**config.mk**
```make
export PLATFORM = sky130hd
export DESIGN_NAME = abc_pattern_encoder
export DESIGN_NICKNAME = d
export VERILOG_FILES = /design/src/rtl/abc_pattern_pkg.sv /design/src/rtl/abc_loopback_checker.sv /design/src/rtl/abc_pattern_encoder.sv
export SDC_FILE = /design/constraint.sdc
export NUM_CORES = 1
export LEC_CHECK = 0
export ABC_AREA = 0
export BUFFER_PORTS_ARGS = -buffer_cell sky130_fd_sc_hd__buf_2
export CAP_MARGIN = 5
export CORE_ASPECT_RATIO = 1.5
export CORE_UTILIZATION = 45
export DETAILED_ROUTE_END_ITERATION = 6
export HOLD_SLACK_MARGIN = 0.1
export PLACE_DENSITY = 0.72
export REMOVE_ABC_BUFFERS = 1
export SLEW_MARGIN = 10
export SYNTH_ARGS = -nofsm -noshare
export SYNTH_HDL_FRONTEND = slang
export SYNTH_SLANG_ARGS = --single-unit
```
**constraint.sdc**
```tcl
create_clock -name clk -period 2.86 [get_ports clk]
set_clock_uncertainty 0.05 [all_clocks]
set_input_delay 0.858 -clock clk [delete_from_list [all_inputs] [get_ports clk]]
set_output_delay 0.858 -clock clk [all_outputs]
set_load 0.01 [all_outputs]
```
**src/rtl/abc_pattern_pkg.sv**
```systemverilog
// abc_pattern_pkg
//   Shared types and constants for the (a,b,c) condition-bus pattern encoder:
//   symbol and FSM state enums, the pattern for each symbol, and the decoder
//   response the loopback checker expects for a given symbol/decoder pair.
package abc_pattern_pkg;

  typedef enum logic [1:0] {
    SYM_IDLE      = 2'd0,
    SYM_MATCH_BHI = 2'd1,
    SYM_MATCH_BLO = 2'd2,
    SYM_NEAR_MISS = 2'd3
  } sym_e;

  typedef enum logic [1:0] {
    ST_IDLE  = 2'd0,
    ST_DRIVE = 2'd1,
    ST_GAP   = 2'd2
  } state_e;

  typedef struct packed {
    logic [2:0] a;
    logic       b;
    logic [1:0] c;
  } pat_t;

  localparam pat_t PAT_IDLE      = '{a: 3'd0, b: 1'b0, c: 2'd0};
  localparam pat_t PAT_MATCH_BHI = '{a: 3'd2, b: 1'b1, c: 2'd0};
  localparam pat_t PAT_MATCH_BLO = '{a: 3'd2, b: 1'b0, c: 2'd0};
  localparam pat_t PAT_NEAR_MISS = '{a: 3'd2, b: 1'b1, c: 2'd1};

  function automatic pat_t sym_pattern(input sym_e s);
    pat_t p;
    case (s)
      SYM_MATCH_BHI: p = PAT_MATCH_BHI;
      SYM_MATCH_BLO: p = PAT_MATCH_BLO;
      SYM_NEAR_MISS: p = PAT_NEAR_MISS;
      default:       p = PAT_IDLE;
    endcase
    return p;
  endfunction

  // dec_sel = 0 selects the b-high detector, 1 the b-low detector.
  function automatic logic expected_y(input sym_e s, input logic dec_sel);
    return ((s == SYM_MATCH_BHI) && !dec_sel) || ((s == SYM_MATCH_BLO) && dec_sel);
  endfunction

endpackage

```
**src/rtl/abc_loopback_checker.sv**
```systemverilog
// abc_loopback_checker
//   Compares the decoder response against the expected value at each sample
//   point; keeps a sticky error flag and a saturating mismatch count.
//   Ports:
//     clk, rst_n     clock, async active-low reset
//     sample_en      compare y_in against y_exp this cycle
//     y_in, y_exp    observed / expected decoder response
//     err            sticky mismatch flag (cleared only by reset)
//     mismatch_cnt   mismatch count, saturates at 255
module abc_loopback_checker (
  input  logic       clk,
  input  logic       rst_n,
  input  logic       sample_en,
  input  logic       y_in,
  input  logic       y_exp,
  output logic       err,
  output logic [7:0] mismatch_cnt
);

  logic       err_q, err_d;
  logic [7:0] cnt_q, cnt_d;
  logic       miss;

  always_comb begin
    miss  = sample_en && (y_in != y_exp);
    err_d = err_q | miss;
    cnt_d = cnt_q;
    if (miss && (cnt_q != 8'hFF)) begin
      cnt_d = cnt_q + 8'd1;
    end
  end

  always_ff @(posedge clk or negedge rst_n) begin
    if (!rst_n) begin
      err_q <= 1'b0;
      cnt_q <= 8'd0;
    end else begin
      err_q <= err_d;
      cnt_q <= cnt_d;
    end
  end

  assign err          = err_q;
  assign mismatch_cnt = cnt_q;

endmodule

```
**src/rtl/abc_pattern_encoder.sv**
```systemverilog
// abc_pattern_encoder
//   Accepts a symbol over valid/ready and drives its (a,b,c) pattern for
//   HOLD_CYCLES cycles, followed by a one-cycle idle gap, repeated rep+1 times.
//   Optional loopback check of the decoder response when ABC_LOOPBACK_CHECK_EN
//   is defined; otherwise err/mismatch_cnt are tied low and y_in/dec_sel unused.
//   Ports:
//     clk, rst_n               clock, async active-low reset
//     sym_valid / sym_ready    symbol handshake (ready only in IDLE)
//     sym, rep, dec_sel        symbol, repetitions-1, decoder variant
//     y_in                     decoder response
//     a, b, c, pat_valid       registered pattern bus
//     busy, done               FSM not idle / one-cycle completion pulse
//     err, mismatch_cnt        loopback results
//
//   state    | meaning
//   ST_IDLE  | bus idle, ready for a symbol
//   ST_DRIVE | latched pattern on the bus, hold counter running
//   ST_GAP   | one idle cycle between repetitions
module abc_pattern_encoder
  import abc_pattern_pkg::*;
#(
  parameter int HOLD_CYCLES = 2
) (
  input  logic       clk,
  input  logic       rst_n,
  input  logic       sym_valid,
  output logic       sym_ready,
  input  logic [1:0] sym,
  input  logic [2:0] rep,
  input  logic       dec_sel,
  input  logic       y_in,
  output logic [2:0] a,
  output logic       b,
  output logic [1:0] c,
  output logic       pat_valid,
  output logic       busy,
  output logic       done,
  output logic       err,
  output logic [7:0] mismatch_cnt
);

  localparam int HOLD_W = $clog2(HOLD_CYCLES + 1);
  localparam logic [HOLD_W-1:0] HOLD_LOAD = HOLD_W'(HOLD_CYCLES - 1);

  state_e            state_q, state_d;
  logic [HOLD_W-1:0] hold_cnt_q, hold_cnt_d;
  logic [2:0]        rep_cnt_q, rep_cnt_d;
  sym_e              sym_q, sym_d;
  logic              dec_sel_q, dec_sel_d;
  pat_t              pat_q, pat_d;
  logic              pat_valid_q, pat_valid_d;
  logic              busy_q, busy_d;
  logic              done_q, done_d;

  // Outputs are registered, so each branch computes the bus value for the
  // state being entered rather than the state being left.
  always_comb begin
    state_d     = state_q;
    hold_cnt_d  = hold_cnt_q;
    rep_cnt_d   = rep_cnt_q;
    sym_d       = sym_q;
    dec_sel_d   = dec_sel_q;
    pat_d       = pat_q;
    pat_valid_d = pat_valid_q;
    busy_d      = busy_q;
    done_d      = 1'b0;
    case (state_q)
      ST_IDLE: begin
        if (sym_valid) begin
          sym_d       = sym_e'(sym);
          rep_cnt_d   = rep;
          dec_sel_d   = dec_sel;
          hold_cnt_d  = HOLD_LOAD;
          pat_d       = sym_pattern(sym_e'(sym));
          pat_valid_d = 1'b1;
          busy_d      = 1'b1;
          state_d     = ST_DRIVE;
        end
      end
      ST_DRIVE: begin
        if (hold_cnt_q == '0) begin
          pat_d       = PAT_IDLE;
          pat_valid_d = 1'b0;
          state_d     = ST_GAP;
        end else begin
          hold_cnt_d = hold_cnt_q - HOLD_W'(1);
        end
      end
      ST_GAP: begin
        if (rep_cnt_q != 3'd0) begin
          rep_cnt_d   = rep_cnt_q - 3'd1;
          hold_cnt_d  = HOLD_LOAD;
          pat_d       = sym_pattern(sym_q);
          pat_valid_d = 1'b1;
          state_d     = ST_DRIVE;
        end else begin
          busy_d  = 1'b0;
          done_d  = 1'b1;
          state_d = ST_IDLE;
        end
      end
      default: begin
        pat_d       = PAT_IDLE;
        pat_valid_d = 1'b0;
        busy_d      = 1'b0;
        state_d     = ST_IDLE;
      end
    endcase
  end

  always_ff @(posedge clk or negedge rst_n) begin
    if (!rst_n) begin
      state_q     <= ST_IDLE;
      hold_cnt_q  <= '0;
      rep_cnt_q   <= 3'd0;
      sym_q       <= SYM_IDLE;
      dec_sel_q   <= 1'b0;
      pat_q       <= PAT_IDLE;
      pat_valid_q <= 1'b0;
      busy_q      <= 1'b0;
      done_q      <= 1'b0;
    end else begin
      state_q     <= state_d;
      hold_cnt_q  <= hold_cnt_d;
      rep_cnt_q   <= rep_cnt_d;
      sym_q       <= sym_d;
      dec_sel_q   <= dec_sel_d;
      pat_q       <= pat_d;
      pat_valid_q <= pat_valid_d;
      busy_q      <= busy_d;
      done_q      <= done_d;
    end
  end

  assign sym_ready = (state_q == ST_IDLE);
  assign a         = pat_q.a;
  assign b         = pat_q.b;
  assign c         = pat_q.c;
  assign pat_valid = pat_valid_q;
  assign busy      = busy_q;
  assign done      = done_q;

`ifdef ABC_LOOPBACK_CHECK_EN
  // Last DRIVE cycle: the pattern has been stable for HOLD_CYCLES-1 cycles,
  // giving the combinational decoder time to settle.
  logic sample_en;
  assign sample_en = (state_q == ST_DRIVE) && (hold_cnt_q == '0);

  abc_loopback_checker u_checker (
    .clk          (clk),
    .rst_n        (rst_n),
    .sample_en    (sample_en),
    .y_in         (y_in),
    .y_exp        (expected_y(sym_q, dec_sel_q)),
    .err          (err),
    .mismatch_cnt (mismatch_cnt)
  );
`else
  logic unused_loopback;
  assign unused_loopback = ^{y_in, dec_sel_q};
  assign err             = 1'b0;
  assign mismatch_cnt    = 8'd0;
`endif

endmodule

```
# Word level (Yosys, flattened, before mapping)

Index checks and enable logic that the tools add are counted.

Flip-flop bits (word level): 18
Bits of input ports: 10
Output and inout bits: 19
Logic and storage cells: 61

$add $sub $neg: 2
Equal/unequal tests: 13
Muxes and demuxes: 24
Bitwise gates (word level): 1
Reduce and logical (&&, ||, !) cells: 11

Operator list:

| kind                  | count |
|---|---|
| $pmux W5 S3           | 2 |
| $mux W6               | 3 |
| $pmux W6 S3           | 1 |
| $pmux W2 S3           | 2 |
| $eq A2 B2 Y1 const B  | 5 |
| $ne A2 B2 Y1 const B  | 5 |
| $reduce_and A3 Y1     | 3 |
| $mux W2               | 4 |
| $mux W1               | 7 |
| $eq A2 B1 Y1 const B  | 3 |
| $mux W3               | 2 |
| $pmux W1 S3           | 2 |
| $pmux W3 S2           | 1 |
| $reduce_bool A3 Y1    | 2 |
| $logic_not A2 Y1      | 2 |
| $reduce_and A2 Y1     | 2 |
| $reduce_and A4 Y1     | 1 |
| $sub A3 B1 Y3 const B | 1 |
| $reduce_bool A2 Y1    | 1 |
| $sub A2 B1 Y2 const B | 1 |
| $not A1 Y1            | 1 |

# Logic depth before layout (Yosys ltp)

Depth in word-level cells: 4
Mapped depth: 6

# Least setup slack after synthesis

Ideal clock, no wire load.

Path type: flip-flop to output port
Start: reg state_q[1]
End: out sym_ready
Data arrival time: 780 ps
Setup slack: 1,172 ps
Cell stages (with the launch flop): 3
Path buffers: 1
Path through: dfrtp_1 -> buf_4 -> nor2_1

Cells in the longest elaborated chain, start to end: 1

Ends and longest elaborated chain:

| what                   | line                       | text |
|---|---|---|
| start, declared        | abc_pattern_encoder.sv:45  | `state_e state_q, state_d;` |
| start signal, assigned | abc_pattern_encoder.sv:123 | `state_q <= state_d;` |
| $logic_not A2 Y1       | abc_pattern_encoder.sv:135 | `assign sym_ready = (state_q == ST_IDLE);` |
| end, declared          | abc_pattern_encoder.sv:27  | `output logic sym_ready,` |

No other way between the ends.

# Worst setup path in the final report

Ends and elaborated chain as after synthesis.

==> impl_metrics.prom <==
# TYPE chip_impl_metric gauge
chip_impl_metric{name="critical_path_s_largest_stage_delay",unit="ns"} 0.68
chip_impl_metric{name="viasPerCell",unit=""} 5.28
chip_impl_metric{name="setup_viol",unit=""} 0
chip_impl_info{name="clk_root_buffer_cell",value="sky130_fd_sc_hd__clkbuf_4"} 1
chip_impl_metric{name="power.leakage",unit="nW"} 0.475
chip_impl_metric{name="timing.critical_path.fanout_max",unit=""} 16
chip_impl_metric{name="finalCritPeriodShare",unit=""} 0.740
chip_impl_info{name="timing.critical_path.cells",value="nor2_1, buf_2"} 1
chip_impl_metric{name="critical_path_buf_inv_count",unit=""} 1
chip_impl_metric{name="design.portCount",unit=""} 29
chip_impl_metric{name="timing_worst_slew_pin_value",unit="ns"} 0.750
chip_impl_metric{name="final_layout_size_suffix_gt1_frac",unit=""} 0.219
chip_impl_metric{name="finish.utilization",unit=""} 0.512
chip_impl_metric{name="antenna_violations_before_repair",unit=""} 0
chip_impl_metric{name="worst-endpoint-arrival",unit="ns"} 1.21
chip_impl_metric{name="totalNegativeSetupSlack",unit="ns"} 0
chip_impl_info{name="start_kind",value="flop"} 1
chip_impl_metric{name="ys_seq_area_frac",unit=""} 0.407
chip_impl_info{name="cts_tree",value="done"} 1
chip_impl_metric{name="ys_async_sr_fraction",unit=""} 1.00
chip_impl_metric{name="worst_hold_slack",unit="ns"} 0.417
chip_impl_info{name="synth_commonest_cells",value="sky130_fd_sc_hd__dfrtp_1 (15), sky130_fd_sc_hd__buf_4 (13), sky130_fd_sc_hd__inv_1 (6), sky130_fd_sc_hd__nor2_1 (6), sky130_fd_sc_hd__a21oi_1 (5)"} 1
chip_impl_metric{name="synthesis.yosys.warnings",unit=""} 0
chip_impl_metric{name="post_layout_minimum_cycle_time",unit="ns"} 2.12
chip_impl_metric{name="dp_cells",unit=""} 122
chip_impl_metric{name="synth_edf_count",unit=""} 0
chip_impl_metric{name="clkSlewWorstSetupHoldPaths",unit="ns"} 0.09
chip_impl_metric{name="core_box_area",unit="um^2"} 1880
chip_impl_info{name="min_path_type",value="input pin to asynchronous set/reset pin"} 1
chip_impl_info{name="synth.largest_area_cell",value="sky130_fd_sc_hd__dfrtp_1"} 1
chip_impl_metric{name="netlist-cell-type-count",unit=""} 36
chip_impl_metric{name="holdBufCountCts",unit=""} 0
chip_impl_metric{name="finalMaxSlewViolations",unit=""} 0
chip_impl_metric{name="ant_diodes",unit=""} 0
chip_impl_metric{name="stdcell_area",unit="um^2"} 962
chip_impl_metric{name="preCtsSetupSlack",unit="ns"} 0.905
chip_impl_metric{name="floorplan.die.width",unit="um"} 39.0
chip_impl_metric{name="die_y",unit="um"} 57.5
chip_impl_metric{name="placedInstanceArea",unit="um^2"} 936
chip_impl_metric{name="die_area",unit="um^2"} 2240
chip_impl_metric{name="drt-total-wl",unit="mm"} 1.59
chip_impl_metric{name="nets",unit=""} 119
chip_impl_metric{name="netlist_instances",unit=""} 92
chip_impl_metric{name="post-route-drc-count",unit=""} 0
chip_impl_info{name="synth.top_cells.by_area",value="sky130_fd_sc_hd__dfrtp_1 (41%), sky130_fd_sc_hd__buf_4 (11%), sky130_fd_sc_hd__mux2i_1 (4.3%), sky130_fd_sc_hd__ha_1 (4.1%), sky130_fd_sc_hd__a21oi_1 (2.7%)"} 1
chip_impl_info{name="grt_setup_unrepaired",value="false"} 1
chip_impl_metric{name="setup_slack_of_the_most_critical_reg_to_reg_path",unit="ns"} 0.86
chip_impl_metric{name="avgRoutedWirePerCell",unit="um"} 12.6
chip_impl_metric{name="routabilityCongestion",unit=""} 0.716
chip_impl_metric{name="power.density_cell_area",unit="nW/um^2"} 1020
chip_impl_metric{name="cts_setup_buffers",unit=""} 0
chip_impl_metric{name="rr_worst_depth",unit=""} 5
chip_impl_metric{name="slew-limit-headroom",unit=""} 0.499
chip_impl_metric{name="numCtsBuffers",unit=""} 3
chip_impl_metric{name="post_cts.resized_instances",unit=""} 0
chip_impl_metric{name="dp.final_hpwl",unit="mm"} 1.13
chip_impl_metric{name="detailroute.via_count",unit=""} 665
chip_impl_metric{name="path_depth",unit=""} 2
chip_impl_metric{name="crit_path_required_time",unit="ns"} 1.95
chip_impl_metric{name="core_rows",unit=""} 19
chip_impl_info{name="yosys.cell_count.top_type",value="sky130_fd_sc_hd__dfrtp_1"} 1
chip_impl_metric{name="place.port_buffers",unit=""} 14
chip_impl_metric{name="grt_max_degree",unit=""} 17
chip_impl_info{name="r2r-end",value="a[1]"} 1
chip_impl_metric{name="htreeDepth",unit=""} 1
chip_impl_metric{name="clock_path_buffers",unit=""} 2
chip_impl_metric{name="final_number_of_hold_violating_endpoints",unit=""} 0
chip_impl_metric{name="synth_largest_type_area_fraction",unit=""} 0.407
chip_impl_info{name="run_status",value="complete, no violations"} 1
chip_impl_metric{name="fmax",unit="GHz"} 0.472
chip_impl_metric{name="synth-seq-cells",unit=""} 15
chip_impl_info{name="timing_worst_setup_path_type",value="flop to output port"} 1
chip_impl_info{name="cp_top_family",value="flip-flops"} 1
chip_impl_metric{name="grt_pass1_wl",unit="mm"} 2.57
chip_impl_metric{name="clock_sinks",unit=""} 15
chip_impl_metric{name="initial_core_util",unit=""} 0.492
chip_impl_metric{name="drt_first_iter_violations",unit=""} 20
chip_impl_metric{name="irDropWorstVdd",unit="uV"} 567
chip_impl_info{name="end_kind",value="output port"} 1
chip_impl_metric{name="area_growth",unit="%"} 4.20
chip_impl_metric{name="first_global_vias",unit=""} 613
chip_impl_info{name="crit-reg2reg-launch",value="rep_cnt_q[0]"} 1
chip_impl_info{name="startpoint",value="state_q[1]"} 1
chip_impl_metric{name="timing.final.ws_setup",unit="ns"} 0.743
chip_impl_metric{name="maxcap_violations",unit=""} 0
chip_impl_metric{name="insertion_delay",unit="ns"} 0.28
chip_impl_metric{name="total_power",unit="uW"} 980
chip_impl_metric{name="track_usage",unit=""} 0.160
chip_impl_metric{name="synthesized_area_divided_by_synthesized_cell_count",unit="um^2"} 10.0
chip_impl_metric{name="syn-cell-area",unit="um^2"} 923
chip_impl_metric{name="grt_remaining_overflow",unit=""} 0
chip_impl_metric{name="drt_first_pass_iters",unit=""} 4
chip_impl_info{name="yosys_most_used_dff",value="sky130_fd_sc_hd__dfrtp_1"} 1
chip_impl_metric{name="instances_no_fill",unit=""} 126
chip_impl_info{name="cpMaxStageDelayCell",value="sky130_fd_sc_hd__dfrtp_1"} 1
chip_impl_info{name="critical_path.endpoint",value="sym_ready"} 1
chip_impl_metric{name="antenna_viol_nets_final",unit=""} 0
==> layer usage <==
metal  up-vias  wire [um]  track usage
met5         -          0            0
met4         0         27       0.0739
met1       317        698        0.207
met2        17        811        0.255
li1        326          -            -
met3         5         52       0.0233
==> cells by family after synthesis <==
family                     share of synthesized area
and+or+nand+nor                                0.146
DFF                                            0.407
adders and majority gates                     0.0407
buffers and inverters                          0.160
muxes                                         0.0678
other                                        0.00406
AOI/OAI and AO/OA                              0.175
==> layout by cell type, fill, tap and decap left out, drive strengths merged <==
cell type and instances:
dfrtp 15, buf 14, conb 12, inv 6, nor2 6, a21oi 5, nand2b 4, mux2i 4
clkbuf 4, nand2 3, nor3 3, ha 3, nor2b 2, and3 2, mux2 2, nor3b 2
a211oi 2, o21ai 2, o2bb2ai 2, o32ai 1, nor4bb 1, a21o 1, a211o 1, a22oi 1
o22ai 1, or3 1, o221a 1, a31oi 1, a22o 1, o32a 1, o21bai 1
==> power breakdown <==
group	total (mW)	internal, mW	leakage (nW)	switching [mW]
Combinational	0.454	0.222	0.279	0.232
Clock	0.117	0.0541	0.0150	0.0634
Sequential	0.409	0.304	0.181	0.105
==> flip-flops by register name (all words and copies together) (netlist names) <==
name	count
sym_q	2
a	1
done	1
rep_cnt_q	3
c	1
pat_valid	1
state_q	2
b	1
busy	1
hold_cnt_q	2
==> area by class of cell <==
type | instances | area (um^2)
clock buffer | 4 | 26.3
fill | 186 | 916
inverter | 6 | 22.5
multi-input combinational | 66 | 442
sequential | 15 | 375
tap | 21 | 26.3
timing repair buffer | 14 | 70.1
==> how the worst min path moves through the flow <==
| stage | endpoint | slack (ns) | cells past startpoint | start |
|---|---|---|---|---|
| CTS | state_q[0] | 0.42 | 1 | rst_n |
| global route | rep_cnt_q[1] | 0.43 | 1 | rst_n |
| finish | state_q[1] | 0.42 | 1 | rst_n |
| floorplan | rep_cnt_q[1] | 0.45 | 2 | rep_cnt_q[1] |
| detailed placement | pat_valid | 0.42 | 1 | pat_valid |
| global placement | pat_valid | 0.41 | 1 | pat_valid |
No activity file was read; power rests on OpenSTA's default activity.
